### src/rtl/pipe_pkg.sv
// ----------------------------------------------------------------------------
// pipe_pkg
//   Shared definitions for the ID/EX pipeline slice:
//   - DATA_W / REG_AW default widths
//   - ALU opcode encodings driven on id_alu_op / ex_alu_op
//   - operand forward-select enum and the priority helper used by fwd_mux
// ----------------------------------------------------------------------------
package pipe_pkg;

  localparam int DATA_W = 32;
  localparam int REG_AW = 5;

  typedef enum logic [1:0] {
    ALUOP_ADD   = 2'b00,
    ALUOP_SUB   = 2'b01,
    ALUOP_RTYPE = 2'b10
  } alu_op_e;

  typedef enum logic [1:0] {
    FWD_NONE  = 2'b00,
    FWD_EXMEM = 2'b01,
    FWD_MEMWB = 2'b10
  } fwd_sel_e;

  // The younger writer (EX/MEM) holds the newer value, so it wins over MEM/WB.
  function automatic fwd_sel_e fwd_pick(input logic exmem_hit, input logic memwb_hit);
    if (exmem_hit)      return FWD_EXMEM;
    else if (memwb_hit) return FWD_MEMWB;
    else                return FWD_NONE;
  endfunction

endpackage

### src/rtl/id_ex_stage_if.sv
// ----------------------------------------------------------------------------
// id_ex_stage_if
//   Decode-to-ID/EX handshake bundle.
//   master : decode side, drives the instruction fields and id_valid
//   slave  : ID/EX stage, drives id_ready
//   A transfer happens on a rising edge where id_valid & id_ready.
// ----------------------------------------------------------------------------
interface id_ex_stage_if
  import pipe_pkg::*;
#(
  parameter int DATA_W = pipe_pkg::DATA_W,
  parameter int REG_AW = pipe_pkg::REG_AW
);

  logic              id_valid;
  logic              id_ready;
  logic [1:0]        id_alu_op;
  logic [3:0]        id_func;
  logic [REG_AW-1:0] id_rs;
  logic [REG_AW-1:0] id_rt;
  logic [DATA_W-1:0] id_rs_data;
  logic [DATA_W-1:0] id_rt_data;
  logic [DATA_W-1:0] id_imm;
  logic              id_use_imm;
  logic [REG_AW-1:0] id_rd;
  logic              id_reg_write;
  logic              id_mem_read;

  modport master (
    output id_valid, id_alu_op, id_func, id_rs, id_rt, id_rs_data, id_rt_data,
           id_imm, id_use_imm, id_rd, id_reg_write, id_mem_read,
    input  id_ready
  );

  modport slave (
    input  id_valid, id_alu_op, id_func, id_rs, id_rt, id_rs_data, id_rt_data,
           id_imm, id_use_imm, id_rd, id_reg_write, id_mem_read,
    output id_ready
  );

endinterface

### src/rtl/id_ex_stage_fwd_mux.sv
// ----------------------------------------------------------------------------
// fwd_mux
//   Selects one ALU source operand: EX/MEM result, MEM/WB result, or the
//   register-file data captured in ID/EX. Register 0 is never forwarded.
//   Ports:
//     src                       registered source register index
//     reg_data                  registered register-file data
//     exmem_reg_write/rd/result EX/MEM writer tuple
//     memwb_reg_write/rd/result MEM/WB writer tuple
//     operand                   selected operand
//   EN = 0 disables forwarding (operand is always reg_data).
// ----------------------------------------------------------------------------
module fwd_mux
  import pipe_pkg::*;
#(
  parameter int DATA_W = pipe_pkg::DATA_W,
  parameter int REG_AW = pipe_pkg::REG_AW,
  parameter bit EN     = 1'b1
) (
  input  logic [REG_AW-1:0] src,
  input  logic [DATA_W-1:0] reg_data,
  input  logic              exmem_reg_write,
  input  logic [REG_AW-1:0] exmem_rd,
  input  logic [DATA_W-1:0] exmem_result,
  input  logic              memwb_reg_write,
  input  logic [REG_AW-1:0] memwb_rd,
  input  logic [DATA_W-1:0] memwb_result,
  output logic [DATA_W-1:0] operand
);

  fwd_sel_e sel;
  logic     exmem_hit;
  logic     memwb_hit;

  always_comb begin
    // NOTE: every combinational output gets a default first so no path can infer a latch.
    operand   = reg_data;
    exmem_hit = EN && (src != '0) && exmem_reg_write && (exmem_rd == src);
    memwb_hit = EN && (src != '0) && memwb_reg_write && (memwb_rd == src);
    sel       = fwd_pick(exmem_hit, memwb_hit);
    case (sel)
      FWD_EXMEM: operand = exmem_result;
      FWD_MEMWB: operand = memwb_result;
      default:   operand = reg_data;
    endcase
  end

endmodule

### src/rtl/id_ex_stage.sv
// ----------------------------------------------------------------------------
// id_ex_stage
//   ID/EX pipeline register between decode and the ALU. Captures a decoded
//   instruction, inserts a bubble on a load-use hazard, freezes on downstream
//   backpressure, drops its contents on flush, and forwards EX/MEM and MEM/WB
//   results onto the ALU operands.
//
//   Ports:
//     clk, rst          clock, synchronous active-high reset
//     id                decode handshake bundle (id_ex_stage_if.slave)
//     flush             kill the EX-stage contents
//     ex_ready          downstream accepts the current bundle
//     exmem_*, memwb_*  writer tuples of the two later stages
//     ex_*              registered bundle / forwarded operands to the ALU
//
//   Configuration macro FORWARDING_EN:
//     defined   : forwarding active; only a load in EX causes a stall
//     undefined : operands come from registered data only; any valid writer
//                 in EX or EX/MEM with a matching nonzero rd stalls decode
//                 (MEM/WB is covered by register-file write-before-read)
// ----------------------------------------------------------------------------
module id_ex_stage
  import pipe_pkg::*;
#(
  parameter int DATA_W = pipe_pkg::DATA_W,
  parameter int REG_AW = pipe_pkg::REG_AW
) (
  input  logic              clk,
  input  logic              rst,
  id_ex_stage_if.slave      id,
  input  logic              flush,
  input  logic              ex_ready,
  input  logic              exmem_reg_write,
  input  logic [REG_AW-1:0] exmem_rd,
  input  logic [DATA_W-1:0] exmem_result,
  input  logic              memwb_reg_write,
  input  logic [REG_AW-1:0] memwb_rd,
  input  logic [DATA_W-1:0] memwb_result,
  output logic              ex_valid,
  output logic [1:0]        ex_alu_op,
  output logic [3:0]        ex_func,
  output logic [DATA_W-1:0] ex_a,
  output logic [DATA_W-1:0] ex_b,
  output logic [REG_AW-1:0] ex_rd,
  output logic              ex_reg_write,
  output logic              ex_mem_read
);

`ifdef FORWARDING_EN
  localparam bit FWD_EN = 1'b1;
`else
  localparam bit FWD_EN = 1'b0;
`endif

  typedef struct packed {
    logic              valid;
    logic [1:0]        alu_op;
    logic [3:0]        func;
    logic [REG_AW-1:0] rs;
    logic [REG_AW-1:0] rt;
    logic [DATA_W-1:0] rs_data;
    logic [DATA_W-1:0] rt_data;
    logic [DATA_W-1:0] imm;
    logic              use_imm;
    logic [REG_AW-1:0] rd;
    logic              reg_write;
    logic              mem_read;
  } bundle_t;

  bundle_t           r;
  logic              hz;
  logic              hold;
  logic [DATA_W-1:0] fwd_a;
  logic [DATA_W-1:0] fwd_b;

  // True when the decoding instruction reads register w (rt only counts when
  // it is really used as the B operand).
  function automatic logic reads_reg(input logic [REG_AW-1:0] w,
                                     input logic [REG_AW-1:0] rs,
                                     input logic [REG_AW-1:0] rt,
                                     input logic              use_imm);
    return (w != '0) && ((w == rs) || ((w == rt) && !use_imm));
  endfunction

  always_comb begin
    hold = r.valid & ~ex_ready;
`ifdef FORWARDING_EN
    // Load data is not available until MEM/WB, so only a load in EX stalls.
    hz = id.id_valid & r.valid & r.mem_read &
         reads_reg(r.rd, id.id_rs, id.id_rt, id.id_use_imm);
`else
    hz = id.id_valid &
         ((r.valid & (r.reg_write | r.mem_read) &
           reads_reg(r.rd, id.id_rs, id.id_rt, id.id_use_imm)) |
          (exmem_reg_write & reads_reg(exmem_rd, id.id_rs, id.id_rt, id.id_use_imm)));
`endif
    id.id_ready = ~hold & ~hz & ~flush;
  end

  always_ff @(posedge clk) begin
    // NOTE: state is updated with non-blocking assignments so every register samples pre-edge values.
    if (rst) begin
      r <= '0;
    end else if (flush) begin
      r.valid <= 1'b0;
    end else if (hold) begin
      r <= r;
    end else if (hz) begin
      r.valid <= 1'b0;
    end else begin
      r <= '{valid:     id.id_valid,
             alu_op:    id.id_alu_op,
             func:      id.id_func,
             rs:        id.id_rs,
             rt:        id.id_rt,
             rs_data:   id.id_rs_data,
             rt_data:   id.id_rt_data,
             imm:       id.id_imm,
             use_imm:   id.id_use_imm,
             rd:        id.id_rd,
             reg_write: id.id_reg_write,
             mem_read:  id.id_mem_read};
    end
  end

  fwd_mux #(.DATA_W(DATA_W), .REG_AW(REG_AW), .EN(FWD_EN)) u_fwd_a (
    .src             (r.rs),
    .reg_data        (r.rs_data),
    .exmem_reg_write (exmem_reg_write),
    .exmem_rd        (exmem_rd),
    .exmem_result    (exmem_result),
    .memwb_reg_write (memwb_reg_write),
    .memwb_rd        (memwb_rd),
    .memwb_result    (memwb_result),
    .operand         (fwd_a)
  );

  fwd_mux #(.DATA_W(DATA_W), .REG_AW(REG_AW), .EN(FWD_EN)) u_fwd_b (
    .src             (r.rt),
    .reg_data        (r.rt_data),
    .exmem_reg_write (exmem_reg_write),
    .exmem_rd        (exmem_rd),
    .exmem_result    (exmem_result),
    .memwb_reg_write (memwb_reg_write),
    .memwb_rd        (memwb_rd),
    .memwb_result    (memwb_result),
    .operand         (fwd_b)
  );

  assign ex_valid     = r.valid;
  assign ex_alu_op    = r.alu_op;
  assign ex_func      = r.func;
  assign ex_a         = fwd_a;
  assign ex_b         = r.use_imm ? r.imm : fwd_b;
  assign ex_rd        = r.rd;
  assign ex_reg_write = r.reg_write;
  assign ex_mem_read  = r.mem_read;

endmodule

### src/flat_wrapper.sv
// flat-port wrapper written by rule: the top's interface ports become plain ports
module id_ex_stage_flat import pipe_pkg::*;
#(
  parameter int DATA_W = pipe_pkg::DATA_W,
  parameter int REG_AW = pipe_pkg::REG_AW
)
  (clk, rst, flush, ex_ready, exmem_reg_write, exmem_rd, exmem_result, memwb_reg_write, memwb_rd, memwb_result, ex_valid, ex_alu_op, ex_func, ex_a, ex_b, ex_rd, ex_reg_write, ex_mem_read, id_id_valid, id_id_alu_op, id_id_func, id_id_rs, id_id_rt, id_id_rs_data, id_id_rt_data, id_id_imm, id_id_use_imm, id_id_rd, id_id_reg_write, id_id_mem_read, id_id_ready);
  id_ex_stage_if #(.DATA_W(DATA_W), .REG_AW(REG_AW)) id_i ();
  input  logic clk;
  input  logic rst;
  input  logic flush;
  input  logic ex_ready;
  input  logic exmem_reg_write;
  input  logic [REG_AW-1:0] exmem_rd;
  input  logic [DATA_W-1:0] exmem_result;
  input  logic memwb_reg_write;
  input  logic [REG_AW-1:0] memwb_rd;
  input  logic [DATA_W-1:0] memwb_result;
  output logic ex_valid;
  output logic [1:0] ex_alu_op;
  output logic [3:0] ex_func;
  output logic [DATA_W-1:0] ex_a;
  output logic [DATA_W-1:0] ex_b;
  output logic [REG_AW-1:0] ex_rd;
  output logic ex_reg_write;
  output logic ex_mem_read;
  input wire logic [$bits(id_i.id_valid)-1:0] id_id_valid;
  input wire logic [$bits(id_i.id_alu_op)-1:0] id_id_alu_op;
  input wire logic [$bits(id_i.id_func)-1:0] id_id_func;
  input wire logic [$bits(id_i.id_rs)-1:0] id_id_rs;
  input wire logic [$bits(id_i.id_rt)-1:0] id_id_rt;
  input wire logic [$bits(id_i.id_rs_data)-1:0] id_id_rs_data;
  input wire logic [$bits(id_i.id_rt_data)-1:0] id_id_rt_data;
  input wire logic [$bits(id_i.id_imm)-1:0] id_id_imm;
  input wire logic [$bits(id_i.id_use_imm)-1:0] id_id_use_imm;
  input wire logic [$bits(id_i.id_rd)-1:0] id_id_rd;
  input wire logic [$bits(id_i.id_reg_write)-1:0] id_id_reg_write;
  input wire logic [$bits(id_i.id_mem_read)-1:0] id_id_mem_read;
  output wire logic [$bits(id_i.id_ready)-1:0] id_id_ready;
  assign id_i.id_valid = id_id_valid;
  assign id_i.id_alu_op = id_id_alu_op;
  assign id_i.id_func = id_id_func;
  assign id_i.id_rs = id_id_rs;
  assign id_i.id_rt = id_id_rt;
  assign id_i.id_rs_data = id_id_rs_data;
  assign id_i.id_rt_data = id_id_rt_data;
  assign id_i.id_imm = id_id_imm;
  assign id_i.id_use_imm = id_id_use_imm;
  assign id_i.id_rd = id_id_rd;
  assign id_i.id_reg_write = id_id_reg_write;
  assign id_i.id_mem_read = id_id_mem_read;
  assign id_id_ready = id_i.id_ready;
  id_ex_stage #(.DATA_W(DATA_W), .REG_AW(REG_AW)) u_core (.clk(clk), .rst(rst), .id(id_i), .flush(flush), .ex_ready(ex_ready), .exmem_reg_write(exmem_reg_write), .exmem_rd(exmem_rd), .exmem_result(exmem_result), .memwb_reg_write(memwb_reg_write), .memwb_rd(memwb_rd), .memwb_result(memwb_result), .ex_valid(ex_valid), .ex_alu_op(ex_alu_op), .ex_func(ex_func), .ex_a(ex_a), .ex_b(ex_b), .ex_rd(ex_rd), .ex_reg_write(ex_reg_write), .ex_mem_read(ex_mem_read));
endmodule
### config.mk
export PLATFORM = sky130hd
export DESIGN_NAME = id_ex_stage_flat
export DESIGN_NICKNAME = d
export VERILOG_FILES = /design/src/rtl/pipe_pkg.sv /design/src/rtl/id_ex_stage_if.sv /design/src/rtl/id_ex_stage_fwd_mux.sv /design/src/rtl/id_ex_stage.sv /design/src/flat_wrapper.sv
export SDC_FILE = /design/constraint.sdc
export NUM_CORES = 1
export LEC_CHECK = 0
export CAP_MARGIN = 15
export CORE_ASPECT_RATIO = 2
export CORE_MARGIN = 4
export CORE_UTILIZATION = 42
export DETAILED_ROUTE_END_ITERATION = 10
export GPL_ROUTABILITY_DRIVEN = 0
export GPL_TIMING_DRIVEN = 0
export PLACE_DENSITY_LB_ADDON = 0.15
export SETUP_SLACK_MARGIN = 0.2
export SLEW_MARGIN = 40
export SYNTH_ARGS = -nofsm -noshare
export SYNTH_HDL_FRONTEND = slang
export SYNTH_SLANG_ARGS = --single-unit
### constraint.sdc
create_clock -name clk -period 2.5 [get_ports clk]
set_input_delay 0.5 -clock clk [delete_from_list [all_inputs] [get_ports clk]]
set_output_delay 0.5 -clock clk [all_outputs]
set_load 0.05 [all_outputs]
After elaboration in Yosys (flattened, before gate mapping)
Cells that the tools add are included.
W data, S select, Z words.
Word-level totals
  register bits: 111
  input bits: 201
  output and inout port bits: 79
  logic and storage cells: 40
Operators by class
  eq/ne operators: 4
  muxes and demuxes: 2
  bitwise operators: 13
  reduce and logical (&&, ||, !) cells: 11
Operators with widths (number)
  $mux W32: 1
  $eq A5 B5 Y1: 4
  $reduce_bool A5 Y1: 2
  $and A1 B1 Y1: 7
  $logic_and A1 B1 Y1: 4
  $not A1 Y1: 4
  $reduce_and A3 Y1: 1
  $logic_or A1 B1 Y1: 2
  $or A1 B1 Y1: 2
  $reduce_or A2 Y1: 1
  $logic_not A1 Y1: 1
  $mux W1: 1

Longest topological paths before layout
  depth in word-level cells: 10
  mapped depth: 8

Cells and area by module
Synthesis repeated with hierarchy kept, for this count alone.
Second synthesis, totals
  cell total of the unflattened synthesis: 670
  area total of the unflattened synthesis: 6586.3 um^2
Modules (own cells, without submodules)
  id_ex_stage: instances 1, cells an instance 606, area an instance 6105.9 um^2
  fwd_mux: instances 2, cells an instance 32, area an instance 240.2 um^2

Worst setup path before layout
Ideal clock, no wire load.
  path kind: input port to output port
  from: input port exmem_rd[0]
  to: output port id_id_ready
  data arrival time: 1.880 ns
  setup slack: 0.120 ns
  stages: 5
  path through: or4_1 > o21ai_1 > o22ai_1 > a211oi_2 > buf_4
Between the ends
  longest elaborated chain between the ends: 10
  elaborated cells on any way between the ends: 12
  those cells by class: eq/ne (2); bitwise (6); reduce/logical (4)
Ends and longest elaborated chain
  start, declared: RTL line flat_wrapper.sv:14  | input logic [REG_AW-1:0] exmem_rd;
  $eq A5 B5 Y1: RTL line id_ex_stage.sv:82  | return (w != '0) && ((w == rs) || ((w == rt) && !use_imm));
  $logic_and A1 B1 Y1: RTL line id_ex_stage.sv:82
  $logic_or A1 B1 Y1: RTL line id_ex_stage.sv:82
  $logic_and A1 B1 Y1 (*): RTL line id_ex_stage.sv:82
  $and A1 B1 Y1 (*): RTL line id_ex_stage.sv:95  | (exmem_reg_write & reads_reg(exmem_rd, id.id_rs, id.id_rt, id.id_use_imm)));
  $or A1 B1 Y1 (*): RTL line id_ex_stage.sv:94  | reads_reg(r.rd, id.id_rs, id.id_rt, id.id_use_imm)) |
  $and A1 B1 Y1 (*): RTL line id_ex_stage.sv:92  | hz = id.id_valid &
  $not A1 Y1 (no source line) (*)
  $and A1 B1 Y1 (*) (2 in series): RTL line id_ex_stage.sv:97  | id.id_ready = ~hold & ~hz & ~flush;
  end, declared: RTL line flat_wrapper.sv:39  | output wire logic [$bits(id_i.id_ready)-1:0] id_id_ready;
Every way passes the cells marked *; elsewhere a longest branch is shown, timed or not.

Final worst setup path
  from: register u_core.r, in the netlist u_core.ex_rd[1]
  to: output port id_id_ready
Between the ends
  longest elaborated chain between the ends: 10
  elaborated cells on any way between the ends: 12
  those cells by class: eq/ne (2); bitwise (6); reduce/logical (4)
Ends and longest elaborated chain
  start, declared: RTL line id_ex_stage.sv:70  | bundle_t r;
  start signal, assigned: RTL line id_ex_stage.sv:107  | r <= r;
  start signal, assigned: RTL line id_ex_stage.sv:111  | r <= '{valid: id.id_valid,
  $eq A5 B5 Y1: RTL line id_ex_stage.sv:82
  $logic_and A1 B1 Y1: RTL line id_ex_stage.sv:82
  $logic_or A1 B1 Y1: RTL line id_ex_stage.sv:82
  $logic_and A1 B1 Y1 (*): RTL line id_ex_stage.sv:82
  $and A1 B1 Y1 (*): RTL line id_ex_stage.sv:93  | ((r.valid & (r.reg_write | r.mem_read) &
  $or A1 B1 Y1 (*): RTL line id_ex_stage.sv:94
  $and A1 B1 Y1 (*): RTL line id_ex_stage.sv:92
  $not A1 Y1 (no source line) (*)
  $and A1 B1 Y1 (*) (2 in series): RTL line id_ex_stage.sv:97
Marked as above.

==> reports/qor.txt <==
CELLS AND AREA
---------------------------------------------------------------------------------
Layout cell share with drive strength beyond 1                             0.2114
Sequential Area                                                          2232 um2
Area added between synthesis and finish                                    50.83%
Number of nets at the end of the flow                                        1038
Antenna cell count                                                              0
Core occupancy in the finished layout                                      0.6465
Most common cell after layout, fill and taps aside                       nand2b_1
Commonest cells after routing, fill and taps aside                   nand2b_1 (220), clkdlybuf4s50_1 (160), mux2i_1 (107), dfxtp_1 (107), buf_4 (50)
Count of filler cells inserted in the layout                                 1199
Multi-input combinational cell area                                      3189 um2

FLOORPLAN
---------------------------------------------------------------------------------
Horizontal die dimension                                                 92.43 um
Floorplan core area                                                     13970 um2
Die Footprint                                                           16340 um2
Floorplan die height                                                     176.8 um
IO Pins                                                                       280
Standard-cell row count                                                        61
Effective utilization at floorplan                                         0.4286

TIMING
---------------------------------------------------------------------------------
Post-layout min period                                                   2.598 ns
Setup repair after global routing missed its margin                           yes
Worst-case clock skew                                                  0.01103 ns
Worst-case setup margin in the final layout                           -0.09786 ns
Slew margin rel.                                                           0.5498
Final-report setup violation count                                              5
Share of the cycle needed by the critical path after routing                1.039
Worst hold margin                                                       0.4725 ns
Count of endpoints failing hold in the final timing report                      0
Final Max Tran Viols                                                            0
Fmax                                                                    384.9 MHz
Transition time of the tightest slew-check pin                          0.6753 ns

GLOBAL ROUTE
---------------------------------------------------------------------------------
Number of antenna violations at the first check in global routing               0
Total routing usage reported by global routing                             0.1974
Pin count of the biggest net entering global routing                           21
First-pass GRT wire length                                               25630 um
Via count of the first global-routing pass                                   5241
GRT overflow                                                                    0

LOGIC SYNTHESIS
---------------------------------------------------------------------------------
Number of cells produced by synthesis                                         594
Cell taking the most area after synthesis                                 dfxtp_1
Post-Synthesis Cell Area                                                 5987 um2
Area share of the leading cell type in the synthesized netlist             0.3712
Synth Net Count                                                               795
Distinct cell type count of the synthesized netlist                            24
Flop and latch count out of synthesis                                         111
Number of warning messages in the yosys log                                     0
Cell types occupying the most area after synthesis                   dfxtp_1 (37%), nand2b_1 (23%), mux2i_1 (18%)
Portion of the post-synthesis area used by sequential elements             0.3712
Average footprint of a synthesized cell                                 10.08 um2

DETAILED ROUTING
---------------------------------------------------------------------------------
Antenna Violating Nets Remaining                                                0
Wirelength per Cell                                                      16.23 um
Initial DRC Count                                                              95
DRC violation count after routing                                               0
Total via count after detailed routing                                       4837
Via density per instance                                                    4.692
Drt pass-1 iters                                                                4
Final wirelength                                                         16730 um

FLOW RUN
---------------------------------------------------------------------------------
Max-cap violations                                                              0

CTS
---------------------------------------------------------------------------------
TritonCTS clock tree                                                          yes
CTS H-tree depth                                                                3
TritonCTS buffer count                                                          9
Clk sink count                                                                111
Master cell of the clock root buffer                                    clkbuf_16
CTS hold repair buffers                                                         0
Max Buffers Root-to-Sink                                                        2
Register clock-pin slew on the reported worst setup and hold paths        0.08 ns
Clk Latency, worst-skew pair                                              0.35 ns

CRITICAL PATH
---------------------------------------------------------------------------------
Nature of the critical path startpoint                                   register
Critical path required time                                               2.00 ns
Critical-path cell with the highest stage delay                             or4_4
Cell family contributing the most delay on the critical path         simple AND/OR/NAND/NOR gates
Total buffers and inverters traversed by the critical path                      3
List of cells traversed by the critical path                         or4_4 -> o221ai_4 -> o22ai_2 -> a211oi_2 -> buf_4 -> buf_12 -> buf_12
WP data arrival                                                           2.10 ns
Peak fanout along the critical path                                             4
CP max stage delay                                                        0.54 ns
Category of the critical setup timing path                           register to output port
Cell repeated most along the worst path                                    buf_12
Worst Setup End Kind                                                  output port

PWR
---------------------------------------------------------------------------------
Pwr dens                                                             539.9 nW/um2
P_leak                                                                   3.837 nW
Largest voltage drop on the vdd net                                      403.1 uV
Total power consumption of the routed design                             4.876 mW

PLACED DESIGN
---------------------------------------------------------------------------------
Buffers on Ports                                                              208
Setup slack after placement                                             -1.377 ns
Detailed-placement wirelength estimate                                   12730 um

STATUS
---------------------------------------------------------------------------------
Outcome                                                              finished, violations left
Violated checks                                                      negative setup slack

MIN PATH
---------------------------------------------------------------------------------
Worst min-delay path category                                        register to register

[layer usage]
metal / wire, um / global-route usage
met5: 0 / 0
met4: 508 / 0.07816
met3: 842 / 0.03957
met2: 9751 / 0.3974
met1: 5626 / 0.1880
[kinds of logic (layout without fill, tap and decap cells)]
| group | after synthesis | after routing | share of synthesized area |
|---|---|---|---|
| flip-flops | 111 | 111 | 0.3712 |
| multiplexers | 142 | 142 | 0.2441 |
| AND/OR/NAND/NOR | 230 | 230 | 0.2393 |
| XOR/XNOR | 20 | 20 | 0.02926 |
| AO/OA/AOI/OAI | 8 | 8 | 0.01108 |
| buffers and inverters | 83 | 331 | 0.1051 |
[layout make-up]
class                      instances  share of cell area
buffer                            83             0.07746
clock inverter                     7            0.009284
sequential                       111              0.2472
timing repair buffer             232              0.2617
tap                              189             0.02619
multi-input combinational        400              0.3532
clock buffer                       9             0.02494
[where the power goes]
part	internal (mW)	leakage (nW)	total, mW	switching [mW]
sequential	1.89	0.918	1.96	0.0733
combinational	0.722	2.77	1.42	0.696
clock	0.800	0.154	1.49	0.695
total	3.41	3.84	4.88	1.46
[path summary, 6_finish.rpt]
path / startpoint / to / slack, ns / cells past startpoint
hold / removal: u_core.r[11]$_SDFFE_PP0P_ / u_core.r[11]$_SDFFE_PP0P_ / 0.47 / 2
hold reg to reg: u_core.r[11]$_SDFFE_PP0P_ / u_core.r[11]$_SDFFE_PP0P_ / 0.47 / 2
setup reg to reg: u_core.ex_rd[1]$_SDFFE_PP0P_ / u_core.r[76]$_SDFFE_PP0P_ / 0 / 12
setup / recovery: u_core.ex_rd[1]$_SDFFE_PP0P_ / id_id_ready / -0.1 / 7
[worst register-to-register path, stage by stage, from the launching register on]
cell and delay [ns]:
dfxtp_4 0.37, or4_4 0.54, o221ai_4 0.19, o22ai_2 0.10, a211oi_2 0.17, buf_4 0.16
buf_4 0.11, buf_6 0.08, buf_6 0.09, buf_12 0.13, buf_12 0.16, clkbuf_16 0.16
mux2i_1 0.18
[timing repair]
item / 4_1_cts / 5_1_grt
resized for setup: 208 / 19
buffers inserted: 6 / 5
pin swaps: 6 / 3
setup endpoints to repair: 143 / 102
cloned: 2 / 11
[Yosys cell counts]
cell type and count:
o221ai_1 1, a21oi_1 1, nor3_1 1, xor2_1 2, o22a_1 1, nand2b_1 220, o32a_1 2, or4_1 2
buf_6 1, nor2b_1 1, nand2_1 2, mux2i_1 110, nand3_1 2, a211oi_2 1, nand4_1 2, o22ai_1 1
o21ai_1 1, buf_12 8, dfxtp_1 111, buf_8 1, buf_4 45, xnor2_1 18, clkbuf_1 28, mux2_2 32
[sequential cells by signal (all words and copies together) (netlist names)]
register / flops
u_core.r: 97
u_core.ex_rd: 5
u_core.ex_func: 4
u_core.ex_alu_op: 2
u_core.ex_mem_read: 1
u_core.ex_reg_write: 1
u_core.ex_valid: 1
[through the flow]
stage                     area [um2]  std cells  TNS, ns
final                           9030       1031  -0.1129
after global routing            9030       1031   -7.741
after CTS                       8651       1015  -0.1340
after detailed placement        8309        991   -66.24
after global placement          8309        991   -64.52
after floorplan                 5991        594        0
(Power assumes the default switching activity.)
